**src/rtl/result_demux8_pkg.sv**
```systemverilog
// Shared constants and types for the registered 1-to-8 result distributor.
package result_demux8_pkg;

    localparam int DW    = 32;
    localparam int SW    = 3;
    localparam int NDEST = 8;

    typedef logic [NDEST-1:0] pend_t;

    typedef enum logic {
        EMPTY = 1'b0,
        HOLD  = 1'b1
    } state_t;

endpackage

```
**src/rtl/dec3to8.sv**
```systemverilog
// Combinational 3-to-8 one-hot decoder used to build the destination mask.
module dec3to8
    import result_demux8_pkg::*;
(
    input  logic [2:0] sel,
    output pend_t      onehot
);

    generate
        for (genvar gi = 0; gi < NDEST; gi++) begin : g_dec
            assign onehot[gi] = (sel == 3'(gi));
        end
    endgenerate

endmodule

```
**src/rtl/result_demux8.sv**
```systemverilog
// Registered 1-to-8 result distributor: holds one tagged word until every
// addressed destination has taken it. Broadcast is enabled by RESULT_DEMUX8_BCAST_EN.
module result_demux8
    import result_demux8_pkg::*;
#(
    parameter int DW = result_demux8_pkg::DW,
    parameter int SW = result_demux8_pkg::SW
) (
    input  logic              clk,
    input  logic              rst_n,
    input  logic [DW-1:0]     in_data,
    input  logic [SW-1:0]     in_sel,
    input  logic              in_bcast,
    input  logic              in_valid,
    output logic              in_ready,
    output logic [DW-1:0]     out_data,
    output logic [NDEST-1:0]  out_valid,
    input  logic [NDEST-1:0]  out_ready,
    output logic [15:0]       xfer_cnt
);

    pend_t         pend_reg;
    pend_t         pend_next;
    pend_t         sel_onehot;
    pend_t         load_mask;
    pend_t         remain;
    logic [DW-1:0] data_reg;
    logic [15:0]   cnt_reg;
    logic          accept;
    logic          retire;
    state_t        state;

    dec3to8 u_dec (
        .sel    (in_sel),
        .onehot (sel_onehot)
    );

`ifdef RESULT_DEMUX8_BCAST_EN
    assign load_mask = in_bcast ? '1 : sel_onehot;
`else
    logic unused_bcast;
    assign unused_bcast = in_bcast;
    assign load_mask    = sel_onehot;
`endif

    // Bits still owed after this edge; ready on a non-pending bit is masked out.
    assign remain   = pend_reg & ~out_ready;
    assign in_ready = (remain == '0);
    assign accept   = in_valid && in_ready;
    assign retire   = (pend_reg != '0) && (remain == '0);
    assign state    = (pend_reg == '0) ? EMPTY : HOLD;

    always_comb begin
        pend_next = remain;
        if (accept) begin
            pend_next = load_mask;
        end
    end

    always_ff @(posedge clk or negedge rst_n) begin
        if (!rst_n) begin
            pend_reg <= '0;
            data_reg <= '0;
            cnt_reg  <= '0;
        end else begin
            pend_reg <= pend_next;
            if (accept) begin
                data_reg <= in_data;
            end
            if (retire) begin
                cnt_reg <= cnt_reg + 16'd1;
            end
        end
    end

    assign out_valid = pend_reg;
    assign out_data  = data_reg;
    assign xfer_cnt  = cnt_reg;

    // A held word must not change while any destination still owes an accept.
    a_data_stable: assert property (@(posedge clk) disable iff (!rst_n)
        (state == HOLD && !in_ready) |=> $stable(data_reg));

`ifndef RESULT_DEMUX8_BCAST_EN
    a_pend_onehot: assert property (@(posedge clk) disable iff (!rst_n)
        $onehot0(pend_reg));
`endif

endmodule

```
**config.mk**
```make
export PLATFORM = sky130hd
export DESIGN_NAME = result_demux8
export DESIGN_NICKNAME = d
export VERILOG_FILES = /design/src/rtl/result_demux8_pkg.sv /design/src/rtl/dec3to8.sv /design/src/rtl/result_demux8.sv
export SDC_FILE = /design/constraint.sdc
export NUM_CORES = 1
export LEC_CHECK = 0
export ABC_AREA = 1
export CAP_MARGIN = 5
export CELL_PAD_IN_SITES_DETAIL_PLACEMENT = 1
export CELL_PAD_IN_SITES_GLOBAL_PLACEMENT = 1
export CORE_MARGIN = 10
export CORE_UTILIZATION = 28
export CTS_CLUSTER_DIAMETER = 150
export DETAILED_ROUTE_END_ITERATION = 10
export PLACE_DENSITY_LB_ADDON = 0.1
export SETUP_SLACK_MARGIN = 0.2
export SLEW_MARGIN = 5
export SYNTH_ARGS = -nofsm -noshare
export SYNTH_HDL_FRONTEND = slang
export SYNTH_SLANG_ARGS = --single-unit
```
**constraint.sdc**
```tcl
create_clock -name clk -period 1.3 [get_ports clk]
set_input_delay 0.13 -clock clk [delete_from_list [all_inputs] [get_ports clk]]
set_output_delay 0.13 -clock clk [all_outputs]
set_load 0.02 [all_outputs]
```
### Word level (Yosys, flattened, before mapping)

Cells that the tools add are included.

| word-level totals | value |
|---|---|
| flip-flop bits (word level) | 56 |
| output and inout bits | 57 |

| cells by class | value |
|---|---|
| $add $sub $neg | 1 |
| muxes and demuxes | 1 |
| equal/unequal tests | 7 |
| bitwise gates (word level) | 2 |
| reduce and logical (&&, ||, !) cells | 5 |

Operators by type and width:

| kind | count |
|---|---|
| adder 16 x 1 -> 16 bit, second input constant | 1 |
| equality test 3 bit, second input constant | 4 |
| AND 8 bit | 1 |
| logical NOT 8 bit | 1 |
| 2-to-1 mux 8 bit | 1 |
| inverter 8 bit | 1 |
| nonzero test 8 bit | 1 |
| equality test 3 x 2 -> 1 bit, second input constant | 2 |
| equality test 3 x 1 -> 1 bit, second input constant | 1 |
| logical NOT 3 bit | 1 |
| logical AND 1 bit | 2 |

### Longest topological paths before layout

| depth | value |
|---|---|
| word-level depth | 5 |
| depth in mapped cells | 10 |
| mapped depth without buffers | 9 |

### Hierarchy

Synthesis repeated with hierarchy kept, for this count alone.

| second synthesis, totals | value |
|---|---|
| cells, all modules | 354 |
| area total of the unflattened synthesis | 2695.1 µm² |

Modules (own cells, without submodules):

| module | cells an instance | instances | area each (µm²) | sequential area each (µm²) |
|---|---|---|---|---|
| result_demux8 | 339 | 1 | 2638.8 | 1401.3 |
| dec3to8 | 15 | 1 | 56.3 | 0.0 |

### Least setup slack after synthesis

No wires, ideal clock.

| timing path | value |
|---|---|
| path type | flip-flop to flip-flop |
| start | register cnt_reg[1] (netlist: xfer_cnt[1]) |
| end | register cnt_reg[14] (netlist: xfer_cnt[14]) |
| arrival | 1.306 ns |
| stages on the path, launching flop included | 9 |
| period minus slack after synthesis | 1.424 ns |
| setup slack | -0.124 ns |
| cell sequence | dfrtp_1 ha_1 nand3_1 nor2_2 nand3_1 nand2_1 nand2_1 nand2_1 nand2_1 |

| on the way | value |
|---|---|
| word-level cells in the longest chain between the ends | 1 |

RTL lines:

| element | line | source |
|---|---|---|
| from (decl) | result_demux8.sv:28 | `logic [15:0] cnt_reg;` |
| from (signal assigned) | result_demux8.sv:71 | `cnt_reg <= cnt_reg + 16'd1;` |
| adder 16 x 1 -> 16 bit | result_demux8.sv:71 |  |

Every way passes these cells.
A chain may end at the register's enable or synchronous reset.

### Worst setup path in the final report

| timing path | value |
|---|---|
| start | register pend_reg[5] (netlist: out_valid[5]) |
| end | output in_ready |

| on the way | value |
|---|---|
| word-level cells in the longest chain between the ends | 2 |

RTL lines:

| element | line | source |
|---|---|---|
| from (decl) | result_demux8.sv:22 | `pend_t pend_reg;` |
| from (signal assigned) | result_demux8.sv:66 | `pend_reg <= pend_next;` |
| AND 8 bit | result_demux8.sv:47 | `assign remain = pend_reg & ~out_ready;` |
| logical NOT 8 bit | result_demux8.sv:48 | `assign in_ready = (remain == '0);` |
| to (decl) | result_demux8.sv:15 | `output logic in_ready,` |

Every way passes these cells.

==> metrics.yaml <==
global_routing:
  track_usage: 0.137
  grt_overflow: 0
  grt_antenna_before_repair: 0
  grt_max_degree: 57
  grt_pass1_wl_mm: 15.8
  grt_pass1_vias: 2968
run:
  drv_cap: 0
routing:
  wl_per_cell_um: 16.2
  vias: 2706
  routed_wirelength_mm: 9.83
  drc_errors: 0
  drt_first_pass_iters: 4
  ant_nets: 0
  via_per_inst: 4.46
  dr.first_iter.drc_count: 70
synth:
  synth_commonest_cells: "nand2_1 (148), dfrtp_1 (56), nand3_1 (46)"
  ys_ff_latch: 56
  synthCells: 337
  synth.yosys.seq_area_share: 0.520
  synth_edf_count: 0
  ys_warn_count: 0
  synth-main-ff-cell: "dfrtp_1"
  synth_area_per_cell_um2: 8.00
  synth_area_um2: 2700
  syn_nets: 385
  yosysMostFrequentCell: "nand2_1"
  synth.distinct_cells: 24
  synth_top_cell_by_area: "dfrtp_1"
  synth_area_leaders: "dfrtp_1 (52%), nand2_1 (21%), nand3_1 (8.5%)"
  synthArstFlopShare: 1.00
  yosys.area.top_type_share: 0.520
clocking:
  clock_latency_ns: 0.32
  cts_buffers: 5
  cts_tree: "done"
  htree_levels: 2
  cts.clk_slew.worst_paths_ns: 0.11
  clockBufferDepth: 2
  root_buffer: "clkbuf_8"
  cts_sinks: 56
setup_path:
  startpoint_type: "flop"
  critical_path.max_stage_delay_ns: 0.44
  cp_slowest_cell: "dfrtp_2"
  path_class: "flop to output port"
  critical_path_required_ns: 1.17
  ff2ff_setup_slack_ns: -0.10
  end_kind: "output port"
  cpMostUsedCell: "nand2_2"
  critPathArrivalTime_ns: 1.28
  path_max_fanout: 2
  cp_cell_sequence: "nand2_2 > nand2_2 > nor2_4 > nand2_4 > clkinv_4 > buf_6"
sta:
  slew_viol_final: 0
  hold_ws_ns: 0.319
  fmax_mhz: 711
  tightest_slew_ns: 0.335
  fin_ws_ns: -0.106
  fin_crit_ns: 1.41
  maxSlewHeadroom: 0.777
  finalSetupViolCount: 57
  fin_crit_sh: 1.08
  skew_ns: 0.00998
  rsz0062_at_grt: "yes"
  finalSetupTns_ns: -3.66
  hold_violations: 0
layout:
  fin_nets: 525
  diodes: 0
  final_util: 0.476
  fillers: 1144
  drive_gt1_frac: 0.383
  regArea_um2: 1430
  syn2layout_area_growth_pct: 64.6
  multi_input_area_um2: 1310
  final_cell_area_um2: 4440
power_and_ir_drop:
  p_leak_nw: 2.24
  powerDensity_nw_per_um2: 1390
  peakVddDrop_v: 0.000549
floorplan:
  io_pins: 104
  die_x_um: 118
  chipHeight_um: 118
  initial_utilization: 0.289
  rows: 35
  dieArea_um2: 14000
  core_um2: 9330
status:
  run_status: "finished, violations left"
  violations: "setup timing"
placement:
  dpl_cell_area_um2: 4080
  gp_congestion: 0.780
  portBuffers: 102
  post-dp-hpwl_mm: 6.71
  preCtsSetupSlack_ns: -0.547
worst_hold_path:
  hp-class: "primary input to asynchronous set/reset pin"
[cell families after synthesis]
kind of cell	Yosys count	share of synthesized area
and+or+nand+nor	227	0.369
DFF	56	0.520
buffers and inverters	35	0.0631
AOI/OAI and AO/OA	11	0.0204
xor gates and xnor gates	7	0.0227
adders and majority gates	1	0.00464
[timing repair]
item / in CTS / in global routing
endpoints found under the setup margin: 113 / 76
hold buffers: 1 / 0
setup buffers: 16 / 3
hold endpoints to repair: 56 / 0
cloned: 3 / 2
pin swaps: 22 / 4
resized for setup: 280 / 27
[sequential cells by signal, summed over array words and instances, names as in the netlist]
name and count:
out_valid 8, xfer_cnt 16, out_data 32
[metrics by stage]
| step | power, mW | instances |
|---|---|---|
| floorplan | 3.56 | 337 |
| global placement | 4.67 | 574 |
| detailed placement | 4.72 | 574 |
| CTS | 6.09 | 602 |
| global route | 6.54 | 607 |
| finish | 6.16 | 607 |
[placed cells by master, fill, tap and decap left out, types with 3 or more instances in the layout]
cell type	n
buf_4	24
nand4_1	5
o21ai_1	9
nand3_1	38
xor2_1	5
nor2_4	3
buf_2	40
buf_6	27
nand2_2	26
nor2_1	11
dfrtp_1	36
clkbuf_8	5
inv_1	20
clkdlybuf4s50_1	44
dfrtp_2	20
buf_12	5
nand3_2	8
nor2_2	5
nand2_4	5
nand2_1	122
[worst max-delay path: cells and delay by family (launching register included)]
family	cells	cell delay, ns
AND/OR/NAND/NOR	4	0.36
flip-flops	1	0.44
buffers and inverters	2	0.17
[path summary, 6_finish.rpt]
path / startpoint / to / depth (start not counted)
max: out_valid[5] / in_ready / 6
min: rst_n / xfer_cnt[15] / 3
max reg2reg: out_valid[5] / xfer_cnt[7] / 9
min reg2reg: out_data[10] / out_data[10] / 2
max in group asynchronous: rst_n / out_valid[0] / 3
min in group clk: in_data[21] / out_data[21] / 3
[where the power goes]
part | switching (mW) | internal, mW | total (mW)
logic | 1.47 | 1.14 | 2.60
registers | 0.250 | 2.07 | 2.32
clock network | 0.648 | 0.583 | 1.23
[per-layer routing]
metal | track usage | part of all wire | wire length, um
met5 | 0 | 0 | 0
met2 | 0.237 | 0.49 | 4820
met3 | 0.0571 | 0.081 | 793
met1 | 0.154 | 0.42 | 4130
met4 | 0.0301 | 0.0080 | 79
[layout make-up]
type	instances	area share
flip-flops and latches	56	0.321
multi-input cells	247	0.294
well taps	129	0.0364
inverters	22	0.0197
clock buffers	5	0.0155
repair buffers	145	0.302
clock inverters	3	0.0104
(Power assumes the default switching activity.)
